--- config.mk ---
export PLATFORM = sky130hd
export DESIGN_NAME = rst_seq_gen
export DESIGN_NICKNAME = d
export VERILOG_FILES = /design/src/rtl/rst_seq_gen_pkg.sv /design/src/rtl/rst_seq_gen.sv
export SDC_FILE = /design/constraint.sdc
export NUM_CORES = 1
export LEC_CHECK = 0
export CAP_MARGIN = 20
export CELL_PAD_IN_SITES_DETAIL_PLACEMENT = 1
export CELL_PAD_IN_SITES_GLOBAL_PLACEMENT = 1
export CORE_MARGIN = 2
export CORE_UTILIZATION = 25
export CTS_BUF_LIST = sky130_fd_sc_hd__clkbuf_4
export CTS_CLUSTER_DIAMETER = 40
export DETAILED_ROUTE_END_ITERATION = 7
export GPL_TIMING_DRIVEN = 0
export MAX_ROUTING_LAYER = met4
export PLACE_DENSITY_LB_ADDON = 0.1
export RECOVER_POWER = 100
export SYNTH_ARGS = -nofsm -noshare
export SYNTH_HDL_FRONTEND = slang
export SYNTH_SLANG_ARGS = --single-unit
--- constraint.sdc ---
create_clock -name clk -period 1.85 [get_ports clk]
set_input_delay 0.185 -clock clk [delete_from_list [all_inputs] [get_ports clk]]
set_output_delay 0.185 -clock clk [all_outputs]
set_load 0.005 [all_outputs]
--- src/rtl/rst_seq_gen_pkg.sv ---
// Shared types and helpers for the staggered reset sequencer.
package rst_seq_pkg;

  typedef enum logic [1:0] {
    ST_ASSERT  = 2'd0,
    ST_RELEASE = 2'd1,
    ST_DONE    = 2'd2
  } state_t;

  // Edge index (counted from the restart point) at which channel k is released.
  function automatic int unsigned rel_edge(input int unsigned init_cycles,
                                           input int unsigned stagger,
                                           input int unsigned k);
    return init_cycles + k * stagger;
  endfunction

endpackage

--- src/rtl/rst_seq_gen.sv ---
// Staggered multi-channel reset sequencer: holds all channels for INIT_CYCLES,
// then releases them one at a time every STAGGER cycles.
module rst_seq_gen
  import rst_seq_pkg::*;
#(
  parameter int unsigned        NUM_CH      = 4,
  parameter int unsigned        INIT_CYCLES = 4,
  parameter int unsigned        STAGGER     = 2,
  parameter int unsigned        CNT_W       = 8,
  parameter logic [NUM_CH-1:0]  ACT_LOW     = '0,
  localparam int unsigned       REL_W       = $clog2(NUM_CH + 1)
) (
  input  logic              clk,
  input  logic              reset,
  input  logic              req_i,
  input  logic              hold_i,
  output logic [NUM_CH-1:0] rst_o,
  output logic [REL_W-1:0]  rel_cnt_o,
  output logic              done_o
);

  localparam logic [CNT_W-1:0] INIT_C   = CNT_W'(INIT_CYCLES);
  localparam logic [CNT_W-1:0] STAG_C   = CNT_W'(STAGGER);
  localparam logic [CNT_W-1:0] CNT_ONE  = CNT_W'(1);
  localparam logic [CNT_W-1:0] CNT_MAX  = {CNT_W{1'b1}};
  localparam logic [REL_W-1:0] REL_ONE  = REL_W'(1);
  localparam logic [REL_W-1:0] REL_ALL  = REL_W'(NUM_CH);
  localparam logic [REL_W-1:0] REL_LAST = REL_W'(NUM_CH - 1);
  // A single channel or zero stagger releases everything on the INIT edge.
  localparam bit ALL_AT_ONCE = (STAGGER == 0) || (NUM_CH == 1);

  state_t            state_q, state_d;
  logic [CNT_W-1:0]  cnt_q, cnt_d, cnt_inc;
  logic [REL_W-1:0]  rel_q, rel_d;
  logic              done_q, done_d;
  logic [NUM_CH-1:0] rst_q, rst_d;

  assign cnt_inc = (cnt_q == CNT_MAX) ? cnt_q : cnt_q + CNT_ONE;

  always_comb begin
    state_d = state_q;
    cnt_d   = cnt_q;
    rel_d   = rel_q;
    done_d  = done_q;
    if (req_i) begin
      state_d = ST_ASSERT;
      cnt_d   = '0;
      rel_d   = '0;
      done_d  = 1'b0;
    end else if (!(hold_i && (state_q != ST_DONE))) begin
      case (state_q)
        ST_ASSERT: begin
          if (cnt_q == INIT_C) begin
            if (ALL_AT_ONCE) begin
              rel_d   = REL_ALL;
              done_d  = 1'b1;
              state_d = ST_DONE;
            end else begin
              rel_d   = REL_ONE;
              cnt_d   = CNT_ONE;
              state_d = ST_RELEASE;
            end
          end else begin
            cnt_d = cnt_inc;
          end
        end
        ST_RELEASE: begin
          if (cnt_q == STAG_C) begin
            rel_d = rel_q + REL_ONE;
            cnt_d = CNT_ONE;
            if (rel_q == REL_LAST) begin
              done_d  = 1'b1;
              state_d = ST_DONE;
            end
          end else begin
            cnt_d = cnt_inc;
          end
        end
        ST_DONE: begin
        end
        default: begin
          state_d = ST_ASSERT;
          cnt_d   = '0;
          rel_d   = '0;
          done_d  = 1'b0;
        end
      endcase
    end
  end

  // Channel k stays asserted until k channels have been released before it.
  for (genvar gi = 0; gi < NUM_CH; gi++) begin : g_ch
    assign rst_d[gi] = (REL_W'(gi) >= rel_d) ^ ACT_LOW[gi];
  end

  always_ff @(posedge clk) begin
    if (reset) begin
      state_q <= ST_ASSERT;
      cnt_q   <= '0;
      rel_q   <= '0;
      done_q  <= 1'b0;
      rst_q   <= ~ACT_LOW;
    end else begin
      state_q <= state_d;
      cnt_q   <= cnt_d;
      rel_q   <= rel_d;
      done_q  <= done_d;
      rst_q   <= rst_d;
    end
  end

  assign rst_o     = rst_q;
  assign rel_cnt_o = rel_q;
  assign done_o    = done_q;

endmodule
==> results.yml <==
setup_path:
  critPathMaxFanout: 5
  reg2reg_slack_ns: -0.08
  timing.critical_path.buf_inv: 1
  worstPathRequired_ns: 2.04
  crit_path_end: "rst_o[2]"
  reg2reg_to: "rst_o[2]"
  critical-path-top-delay-family: "simple AND/OR/NAND/NOR gates"
  slowest_stage: "or4_4"
  cp_cell_sequence: "inv_4 > ha_4 > or3b_4 > or4_4 > a21oi_4 > or2_1 > a31oi_1"
  startpoint_type: "flip-flop"
  worstSetupPathDepth: 7
  end_kind: "flip-flop"
  r2r_start: "cnt_q[0]"
  cp-startpoint: "cnt_q[0]"
  ff2ff_path_depth: 7
  worstSetupPathType: "flip-flop to flip-flop"
  worstPathArrival_ns: 2.12
  cpPeakStageDelay_ns: 0.54
routing:
  via_per_inst: 4.87
  first_pass_iters: 4
  drt-total-wl_mm: 3.06
  drt_iter0_markers: 35
  ant_nets: 0
  num_vias: 939
  wl_per_cell_um: 15.8
  route.detailed.drc: 0
sta:
  clock.fmax_mhz: 518
  timing.final.crit_share_pct: 104
  slew_violations: 0
  fin_ws_ns: -0.0820
  period_minus_slack_ns: 1.93
  clock_skew_ns: 0.00331
  hold_viol: 0
  grt_setup_unrepaired: "yes"
  slew_headroom_pct: 68.7
  setup_viol: 8
  worst_pin_slew_ns: 0.468
  tns_ns: -0.268
power_and_ir_drop:
  pwr-share-comb_pct: 8.8
  switching_share_pct: 25.6
  ir_drop_mv: 0.290
  power_frac_clock_pct: 31.9
  p_int_uw: 492
  cellPowerDensity_nw_per_um2: 476
  p_switching_uw: 169
  power.leakage_uw: 0.000450
  p_seq_share_pct: 59.2
floorplan:
  fp.dieW_um: 67.3
  io_pins: 12
  die_h_um: 67.3
  start_util_pct: 25.6
  die_area_um2: 4530
  rows: 23
  core_um2: 3910
synth:
  synthCells: 123
  synth_async_sr_flop_share_pct: 0
  yosysUniqueCellTypes: 39
  synth-seq-area-share_pct: 36.0
  synth_flop_cell: "dfxtp_1"
  yosys.area.top_type_share_pct: 36.0
  ys.warnings.count: 0
  synthTopCellsByArea: "dfxtp_1 36%, ha_1 6.2%, a21oi_1 5.0%"
  syn_nets: 132
  synth-seq-cells: 18
  synth_edf_count: 0
  mappedNetlistArea_um2: 1000
  yosys.area.top_type: "dfxtp_1"
  avgSynthCellArea_um2: 8.15
clocking:
  cts.path.max_buffers: 2
  cts-root-buf: "clkbuf_4"
  cts.clk_slew.worst_paths_ns: 0.11
  htreeDepth: 1
  insertion_delay_ns: 0.30
  cts_buffers: 3
  cts_tree: "yes"
  ctsHoldBuffers: 0
  cts_sinks: 18
global_route:
  antenna_found_initial: 0
  grt_util_all_layers_pct: 15.5
  grt_pass1_wl_mm: 5.02
  grt_pass1_vias: 977
  grt_max_degree: 11
  grt_overflow: 0
cells_and_area:
  num-nets-final: 153
  fillers: 488
  drive_gt1_share_pct: 28.0
  regArea_um2: 377
  syn2layout_area_growth_pct: 38.6
  n_antenna_cell: 0
  multi_input_area_um2: 712
  finalNonFillerCells: 193
placement:
  gp_congestion: 0.817
  dp_hpwl_mm: 2.12
  placed_cells: 184
  port_buffers: 11
  pre_cts_ws_ns: -0.365
flow_run:
  max_cap_viol_count: 0
hold_path:
  hold_path_class: "flip-flop to flip-flop"
outcome:
  violations: "negative setup slack"
  status: "finished with violations"
registers in the layout, summed over array words and instances (netlist names):
register / flops
cnt_q: 8
state_q: 2
done_o: 1
rst_o: 4
rel_cnt_o: 3
area by class of cell:
class | instances | share of cell area [%]
clock inverter | 1 | 0.270
multi-input combinational | 91 | 51.3
timing repair buffer | 17 | 10.9
sequential | 18 | 27.1
buffer | 3 | 1.44
inverter | 10 | 2.88
tap | 50 | 4.50
clock buffer | 3 | 1.62
power groups by stage:
stage               Sequential (uW)  Clock, uW  Combinational, uW
finish                          392        211               58.3
floorplan                       403          0               25.8
global route                    393        242               64.2
CTS                             392        228               56.4
detailed placement              404          0               49.2
global placement                403          0               48.8
per-layer routing:
metal  track usage (%)  routed length (um)  vias to the layer above
li1                  -                   -                      471
met1              19.2                1460                      460
met2              25.9                1510                        6
met3              3.50                  56                        2
met4              3.06                  22                        0
met5                 -                   0                        -
cells in the final DEF, fill, tap and decap left out, types with 2 or more instances in the layout:
| master | count |
|---|---|
| ha_1 | 2 |
| nand2b_1 | 3 |
| clkdlybuf4s50_1 | 4 |
| clkbuf_4 | 3 |
| or4_4 | 3 |
| ha_4 | 3 |
| dfxtp_2 | 4 |
| or2_1 | 2 |
| buf_4 | 5 |
| clkbuf_1 | 2 |
| dfxtp_1 | 11 |
| dfxtp_4 | 3 |
| a21oi_2 | 2 |
| nor3_1 | 4 |
| xor2_1 | 3 |
| a31oi_1 | 3 |
| o21ai_1 | 3 |
| inv_1 | 9 |
| dlygate4sd3_1 | 7 |
| nand3_1 | 4 |
| o21ai_0 | 6 |
| nand2_1 | 8 |
| a21oi_1 | 8 |
| nor2_1 | 12 |
through the flow:
step                hold WS [ns]  total power (uW)  instance area [um^2]  util, %
floorplan                  0.327               429                  1010        -
global route               0.501               699                  1390     35.5
global placement           0.450               452                  1180     30.3
detailed placement         0.454               453                  1180     30.3
finish                     0.472               661                  1390     35.5
CTS                        0.483               676                  1350     34.4
kinds of logic after synthesis:
| family | share of synthesized area, % |
|---|---|
| AOI/OAI and AO/OA | 22.8 |
| xor gates and xnor gates | 2.62 |
| adders and majority gates | 6.24 |
| buffers and inverters | 5.49 |
| DFF | 36.0 |
| and+or+nand+nor | 26.8 |
worst min-delay path by stage:
stage / end / startpoint / slack [ns] / depth (start not counted)
2_1_floorplan: rst_o[2] / req_i / 0.33 / 2
3_3_place_gp: done_o / done_o / 0.45 / 1
3_5_place_dp: done_o / done_o / 0.45 / 1
4_1_cts: done_o / done_o / 0.48 / 1
5_1_grt: done_o / done_o / 0.50 / 1
6_report: done_o / done_o / 0.47 / 1
synth_stat cells, types with 2 or more instances:
cell / number
a21oi_1: 10
nor2_1: 13
buf_2: 2
o21ai_0: 8
or2_1: 2
nand3_1: 4
nand2b_1: 3
inv_1: 10
xor2_1: 3
nor3_1: 6
nand2_1: 8
a31oi_1: 3
clkbuf_1: 2
dfxtp_1: 18
or2_2: 2
or4_1: 2
ha_1: 5
what timing repair did:
item / CTS / global route
pin swaps: 8 / 9
buffers inserted: 4 / 2
resized for setup: 25 / 8
setup endpoints to repair: 15 / 14
Note: power is estimated with default switching activity, not from simulation.
